$ cat src/rtl/mem_access_stage_if.sv
// Data-memory bus between the MEM-stage access unit (master) and the data memory (slave).
// Request fields are registered by the master and held until mem_ready.
interface mem_access_stage_if #(
  parameter int ADDR_W = 32
);
  logic              mem_req;
  logic              mem_we;
  logic [ADDR_W-1:0] mem_addr;
  logic [3:0]        mem_be;
  logic [31:0]       mem_wdata;
  logic              mem_ready;
  logic [31:0]       mem_rdata;

  modport master (
    output mem_req, mem_we, mem_addr, mem_be, mem_wdata,
    input  mem_ready, mem_rdata
  );

  modport slave (
    input  mem_req, mem_we, mem_addr, mem_be, mem_wdata,
    output mem_ready, mem_rdata
  );
endinterface

$ cat src/rtl/mem_access_stage.sv
// MEM-stage data access unit: turns loads/stores into one req/ready bus transaction,
// stalls the pipeline while it is outstanding and formats load data into RDM.
module mem_access_stage #(
  parameter int ADDR_W = 32
) (
  input  logic        clk,
  input  logic        rst,
  input  logic        MemReadM,
  input  logic        MemWriteM,
  input  logic [1:0]  MemSizeM,
  input  logic        MemSignedM,
  input  logic [31:0] ALUOutM,
  input  logic [31:0] WriteDataM,
  output logic [31:0] RDM,
  output logic        StallM,
  output logic        MisalignM,
  mem_access_stage_if.master bus
);

  typedef enum logic [1:0] {
    IDLE = 2'd0,
    BUSY = 2'd1,
    DONE = 2'd2
  } state_t;

  localparam logic [1:0] SZ_BYTE = 2'b00;
  localparam logic [1:0] SZ_HALF = 2'b01;
  localparam logic [1:0] SZ_WORD = 2'b10;

  state_t            state_q, state_d;
  logic              req_q, req_d;
  logic              we_q, we_d;
  logic [ADDR_W-1:0] addr_q, addr_d;
  logic [3:0]        be_q, be_d;
  logic [31:0]       wdata_q, wdata_d;
  logic [31:0]       rdm_q, rdm_d;
  logic [1:0]        off_q, off_d;
  logic [1:0]        sz_q, sz_d;
  logic              sgn_q, sgn_d;
  logic              ld_q, ld_d;
  logic              access;

  function automatic logic [3:0] byte_enables(input logic [1:0] sz, input logic [1:0] off);
    logic [3:0] be;
    case (sz)
      SZ_BYTE: be = 4'(4'b0001 << off);
      SZ_HALF: be = 4'(4'b0011 << off);
      default: be = 4'b1111;
    endcase
    return be;
  endfunction

  function automatic logic [31:0] store_lanes(input logic [1:0] sz, input logic [31:0] wd);
    logic [31:0] r;
    case (sz)
      SZ_BYTE: r = {4{wd[7:0]}};
      SZ_HALF: r = {2{wd[15:0]}};
      default: r = wd;
    endcase
    return r;
  endfunction

  function automatic logic [31:0] load_format(input logic [31:0] w, input logic [1:0] off,
                                              input logic [1:0] sz, input logic sgn);
    logic        [7:0]  b;
    logic        [15:0] h;
    logic signed [7:0]  sb;
    logic signed [15:0] sh;
    logic signed [31:0] r;
    b  = w[{off, 3'b000} +: 8];
    h  = off[1] ? w[31:16] : w[15:0];
    sb = b;
    sh = h;
    case (sz)
      SZ_BYTE: r = sgn ? sb : $signed({24'b0, b});
      SZ_HALF: r = sgn ? sh : $signed({16'b0, h});
      default: r = w;
    endcase
    return r;
  endfunction

  assign access    = MemReadM | MemWriteM;
  assign MisalignM = access & ((MemSizeM == 2'b11) ||
                               (MemSizeM == SZ_HALF && ALUOutM[0]) ||
                               (MemSizeM == SZ_WORD && ALUOutM[1:0] != 2'b00));

  always_comb begin
    state_d = state_q;
    req_d   = req_q;
    we_d    = we_q;
    addr_d  = addr_q;
    be_d    = be_q;
    wdata_d = wdata_q;
    rdm_d   = rdm_q;
    off_d   = off_q;
    sz_d    = sz_q;
    sgn_d   = sgn_q;
    ld_d    = ld_q;
    StallM  = 1'b0;
    case (state_q)
      IDLE: begin
        // Misaligned/reserved accesses never reach the bus; the trap is raised downstream.
        if (access && !MisalignM) begin
          StallM  = 1'b1;
          state_d = BUSY;
          req_d   = 1'b1;
          we_d    = MemWriteM;
          addr_d  = ADDR_W'({ALUOutM[31:2], 2'b00});
          be_d    = byte_enables(MemSizeM, ALUOutM[1:0]);
          wdata_d = store_lanes(MemSizeM, WriteDataM);
          off_d   = ALUOutM[1:0];
          sz_d    = MemSizeM;
          sgn_d   = MemSignedM;
          ld_d    = MemReadM & ~MemWriteM;
        end
      end
      BUSY: begin
        StallM = 1'b1;
        if (bus.mem_ready) begin
          req_d   = 1'b0;
          state_d = DONE;
          if (ld_q) rdm_d = load_format(bus.mem_rdata, off_q, sz_q, sgn_q);
        end
      end
      // One unstalled cycle lets the instruction move on before the next access is seen.
      DONE:    state_d = IDLE;
      default: state_d = IDLE;
    endcase
  end

  always_ff @(posedge clk or posedge rst) begin
    if (rst) begin
      state_q <= IDLE;
      req_q   <= 1'b0;
      we_q    <= 1'b0;
      addr_q  <= '0;
      be_q    <= 4'b0000;
      wdata_q <= 32'h0;
      rdm_q   <= 32'h0;
      off_q   <= 2'b00;
      sz_q    <= 2'b00;
      sgn_q   <= 1'b0;
      ld_q    <= 1'b0;
    end else begin
      state_q <= state_d;
      req_q   <= req_d;
      we_q    <= we_d;
      addr_q  <= addr_d;
      be_q    <= be_d;
      wdata_q <= wdata_d;
      rdm_q   <= rdm_d;
      off_q   <= off_d;
      sz_q    <= sz_d;
      sgn_q   <= sgn_d;
      ld_q    <= ld_d;
    end
  end

  assign bus.mem_req   = req_q;
  assign bus.mem_we    = we_q;
  assign bus.mem_addr  = addr_q;
  assign bus.mem_be    = be_q;
  assign bus.mem_wdata = wdata_q;
  assign RDM           = rdm_q;

endmodule

$ cat src/flat_wrapper.sv
// flat-port wrapper written by rule: the top's interface ports become plain ports
module mem_access_stage_flat 
#(
  parameter int ADDR_W = 32
)
  (clk, rst, MemReadM, MemWriteM, MemSizeM, MemSignedM, ALUOutM, WriteDataM, RDM, StallM, MisalignM, bus_mem_req, bus_mem_we, bus_mem_addr, bus_mem_be, bus_mem_wdata, bus_mem_ready, bus_mem_rdata);
  mem_access_stage_if #(.ADDR_W(ADDR_W)) bus_i ();
  input  logic clk;
  input  logic rst;
  input  logic MemReadM;
  input  logic MemWriteM;
  input  logic [1:0] MemSizeM;
  input  logic MemSignedM;
  input  logic [31:0] ALUOutM;
  input  logic [31:0] WriteDataM;
  output logic [31:0] RDM;
  output logic StallM;
  output logic MisalignM;
  output wire logic [$bits(bus_i.mem_req)-1:0] bus_mem_req;
  output wire logic [$bits(bus_i.mem_we)-1:0] bus_mem_we;
  output wire logic [$bits(bus_i.mem_addr)-1:0] bus_mem_addr;
  output wire logic [$bits(bus_i.mem_be)-1:0] bus_mem_be;
  output wire logic [$bits(bus_i.mem_wdata)-1:0] bus_mem_wdata;
  input wire logic [$bits(bus_i.mem_ready)-1:0] bus_mem_ready;
  input wire logic [$bits(bus_i.mem_rdata)-1:0] bus_mem_rdata;
  assign bus_mem_req = bus_i.mem_req;
  assign bus_mem_we = bus_i.mem_we;
  assign bus_mem_addr = bus_i.mem_addr;
  assign bus_mem_be = bus_i.mem_be;
  assign bus_mem_wdata = bus_i.mem_wdata;
  assign bus_i.mem_ready = bus_mem_ready;
  assign bus_i.mem_rdata = bus_mem_rdata;
  mem_access_stage #(.ADDR_W(ADDR_W)) u_core (.clk(clk), .rst(rst), .MemReadM(MemReadM), .MemWriteM(MemWriteM), .MemSizeM(MemSizeM), .MemSignedM(MemSignedM), .ALUOutM(ALUOutM), .WriteDataM(WriteDataM), .RDM(RDM), .StallM(StallM), .MisalignM(MisalignM), .bus(bus_i));
endmodule
$ cat config.mk
export PLATFORM = sky130hd
export DESIGN_NAME = mem_access_stage_flat
export DESIGN_NICKNAME = d
export VERILOG_FILES = /design/src/rtl/mem_access_stage_if.sv /design/src/rtl/mem_access_stage.sv /design/src/flat_wrapper.sv
export SDC_FILE = /design/constraint.sdc
export NUM_CORES = 1
export LEC_CHECK = 0
export ABC_AREA = 1
export CAP_MARGIN = 0
export CORE_ASPECT_RATIO = 0.5
export CORE_MARGIN = 1.5
export CORE_UTILIZATION = 40
export DETAILED_ROUTE_END_ITERATION = 10
export GPL_TIMING_DRIVEN = 0
export PLACE_DENSITY = 0.76
export SYNTH_ARGS = -nofsm -noshare
export SYNTH_HDL_FRONTEND = slang
export SYNTH_SLANG_ARGS = --single-unit
$ cat constraint.sdc
create_clock -name clk -period 3.9 [get_ports clk]
set_input_delay 1.17 -clock clk [delete_from_list [all_inputs] [get_ports clk]]
set_output_delay 1.17 -clock clk [all_outputs]
set_load 0.01 [all_outputs]
==> flow_metrics.py <==
metrics = {
    "grt": {
        "grtUsageMet3": 0.0512,
        "globalRoute.totalOverflow": 0,
        "met1_usage": 0.300,
        "antenna_found_initial": 0,
        "grt_max_degree": 33,
        "grt.busiest_layer": "met2",
        "grtUsageTotal": 0.233,
        "grt_pass1_wl_mm": 25.0,
        "grt_pass1_vias": 5049,
        "grt.met2_usage": 0.399,
    },
    "clock_network": {
        "cts_setup_buffers": 0,
        "tritoncts": "yes",
        "root_buffer": "clkbuf_16",
        "h-tree-depth": 3,
        "clock_latency_ns": 0.35,
        "path_clk_slew_ns": 0.07,
        "hold_buffers": 0,
        "clockBufferDepth": 2,
        "clock_sinks": 108,
        "numCtsBuffers": 9,
    },
    "routing": {
        "drt-total-wl_mm": 15.4,
        "drtIter0Drc": 328,
        "routedWlPerCell_um": 14.5,
        "vias": 5053,
        "drt_pass1_iterations": 5,
        "ant_nets": 0,
        "drc": 0,
        "viasPerCell": 4.75,
    },
    "setup_path": {
        "cp_common_cell": "nand2_1",
        "worstPathMaxFanout": 18,
        "startpoint_type": "primary input",
        "r2r_cells": 7,
        "critical_path.cell_chain": "clkdlybuf4s50_1 > inv_1 > nor2_1 > o21ai_2 > nand2_1 > nor2_4 > inv_6 > nand2_1 > dlygate4sd2_1",
        "cp-end-kind": "primary output",
        "cp.arrival_ns": 2.59,
        "crit_slowest_cell": "clkdlybuf4s50_1",
        "cp_data_required_time_ns": 2.73,
        "cp-startpoint": "MemSizeM[1]",
        "r2r_setup_slack_ns": 2.28,
        "rr_startpoint": "u_core.state_q[1]",
        "critPathKind": "in -> out",
        "r2r_end": "u_core.RDM[7]",
        "slowest_delay_ns": 0.51,
    },
    "floorplan": {
        "core_area_um2": 12700,
        "initial_core_util": 0.411,
        "die_area_um2": 13700,
        "die_y_um": 83.7,
        "ios": 208,
        "fp.dieW_um": 164,
        "row_count": 29,
    },
    "finish": {
        "fin_area_um2": 7830,
        "drive_gt1_frac": 0.101,
        "insertedDiodeCount": 0,
        "stdcell_count": 1063,
        "nets": 992,
        "area_growth_pct": 50.5,
        "final_util": 0.619,
    },
    "yosys": {
        "ys_warn_count": 0,
        "ys_seq_area_frac": 0.519,
        "netlist_instances": 669,
        "postSynthAreaPerCell_um2": 7.78,
        "synth_cell_types": 30,
        "synth_area_um2": 5200,
        "ys_seq_elements": 108,
    },
    "hold_path": {
        "holdPathStages": 2,
        "hold_end": "u_core.bus.mem_wdata[28]",
        "worst_hold_path_type": "reg -> reg",
        "min_from": "u_core.bus.mem_wdata[28]",
    },
    "placed_design": {
        "place_area_um2": 7540,
        "placed_cells": 1048,
        "dp.final_hpwl_mm": 11.9,
        "place_ws_ns": -0.402,
        "io_buffers": 205,
        "gp_congestion": 0.861,
    },
    "power": {
        "p_leak_nw": 3.85,
        "power_density_nw_per_um2": 680,
        "irDropWorstVdd_mv": 0.303,
        "total_power_w": 0.00533,
    },
    "sta": {
        "worst_pin_slew_ns": 0.645,
        "finClkSkew_ns": 0.00987,
        "setup_viol": 0,
        "hold_viol_final": 0,
        "rsz0062_at_grt": "false",
        "fin_crit_sh": 0.964,
        "fmax_ghz": 0.266,
        "period_needed_ns": 3.76,
        "slew_violations": 0,
        "worst_slack_ns": 0.140,
        "relSlewSlack": 0.569,
    },
    "flow_run": {
        "drv_cap": 0,
    },
    "outcome": {
        "outcome": "finished, final reports clean",
    },
}
==> critical path: cells and delay by family <==
| family | cells | cell delay [ns] |
|---|---|---|
| buf+inv | 4 | 1.01 |
| compound gates | 1 | 0.07 |
| simple gates | 4 | 0.33 |
==> area by class of cell <==
class	count	area, µm²
Buffer	34	193
Clock buffer	10	239
Clock inverter	6	47.5
Fill cell	1118	4830
Inverter	54	213
Multi-Input combinational cell	473	2110
Sequential cell	108	2700
Tap cell	170	213
Timing Repair Buffer	208	2120
==> power breakdown <==
| part | total (W) | switching (W) | internal [W] |
|---|---|---|---|
| logic | 0.00256 | 0.00123 | 0.00133 |
| clock network | 0.000882 | 0.000425 | 0.000457 |
| registers | 0.00189 | 0.000277 | 0.00161 |
==> timing repair <==
| action | in CTS | in global routing |
|---|---|---|
| gates resized for setup | 5 | 2 |
| gates cloned | 0 | 0 |
| endpoints found under the setup margin | 2 | 2 |
| pin swaps | 1 | 0 |
==> Yosys cell counts, drive strengths merged <==
master,n,area (µm²)
nor3,2,15.0
nor2,11,65.1
clkinv,1,5.00
conb,1,3.75
o21a,1,7.51
nand3,12,65.1
clkbuf,10,37.5
nand3b,1,7.51
a21boi,1,7.51
or2,24,150
dfrtp,108,2700
o21ai,58,294
inv,53,199
a21oi,62,348
nand2,299,1140
buf,25,160
==> placed cells by master, fill, tap and decap left out, types with 3 or more instances in the layout <==
cell             synthesis  layout
a21oi_1                 52      52
a21oi_2                 10      10
buf_2                   17      16
buf_6                    5       5
clkbuf_1                10      10
clkbuf_16                0       9
clkdlybuf4s50_1          0     201
dfrtp_1                108     108
dlygate4sd2_1            0       3
inv_1                   50      49
inv_6                    0       3
nand2_1                295     295
nand2_2                  3       3
nand3_1                 11      11
nor2_1                   9       9
o21ai_0                 35      35
o21ai_1                 22      21
or2_2                   23      23
==> sequential cells by signal, summed over array words and instances, names as in the netlist <==
name / flops
u_core.RDM: 32
u_core.bus.mem_addr: 30
u_core.bus.mem_be: 4
u_core.bus.mem_req: 1
u_core.bus.mem_wdata: 32
u_core.bus.mem_we: 1
u_core.ld_q: 1
u_core.off_q: 2
u_core.sgn_q: 1
u_core.state_q: 2
u_core.sz_q: 2
==> routing by layer <==
metal  vias to the layer above  wire, µm
met5                         -         0
met4                         0       193
met3                        14       984
met2                       161      7510
met1                      2362      6720
li1                       2516         -
==> how the worst max path moves through the flow <==
stage / slack, ns / cells past startpoint / endpoint
finish: 0.14 / 9 / StallM
global route: 0.02 / 9 / StallM
CTS: 0.01 / 6 / MisalignM
detailed placement: -0.40 / 9 / StallM
global placement: -0.39 / 9 / StallM
floorplan: 0.79 / 6 / StallM
==> through the flow <==
stage,hold slack (ns),setup TNS (ns)
after detailed placement,0.459,-0.414
final,0.475,0
after CTS,0.477,0
after floorplan,0.509,0
after global routing,0.494,0
after global placement,0.454,-0.393
==> cells by family (layout without fill, tap and decap cells) <==
logic type / after synthesis / after routing / synth area share
other: 1 / 2 / 0.000720
flip-flops: 108 / 108 / 0.519
buffers and inverters: 89 / 312 / 0.0772
AND/OR/NAND/NOR: 349 / 349 / 0.277
AO/OA/AOI/OAI: 122 / 122 / 0.126
Power figures use the tool's default switching activity.
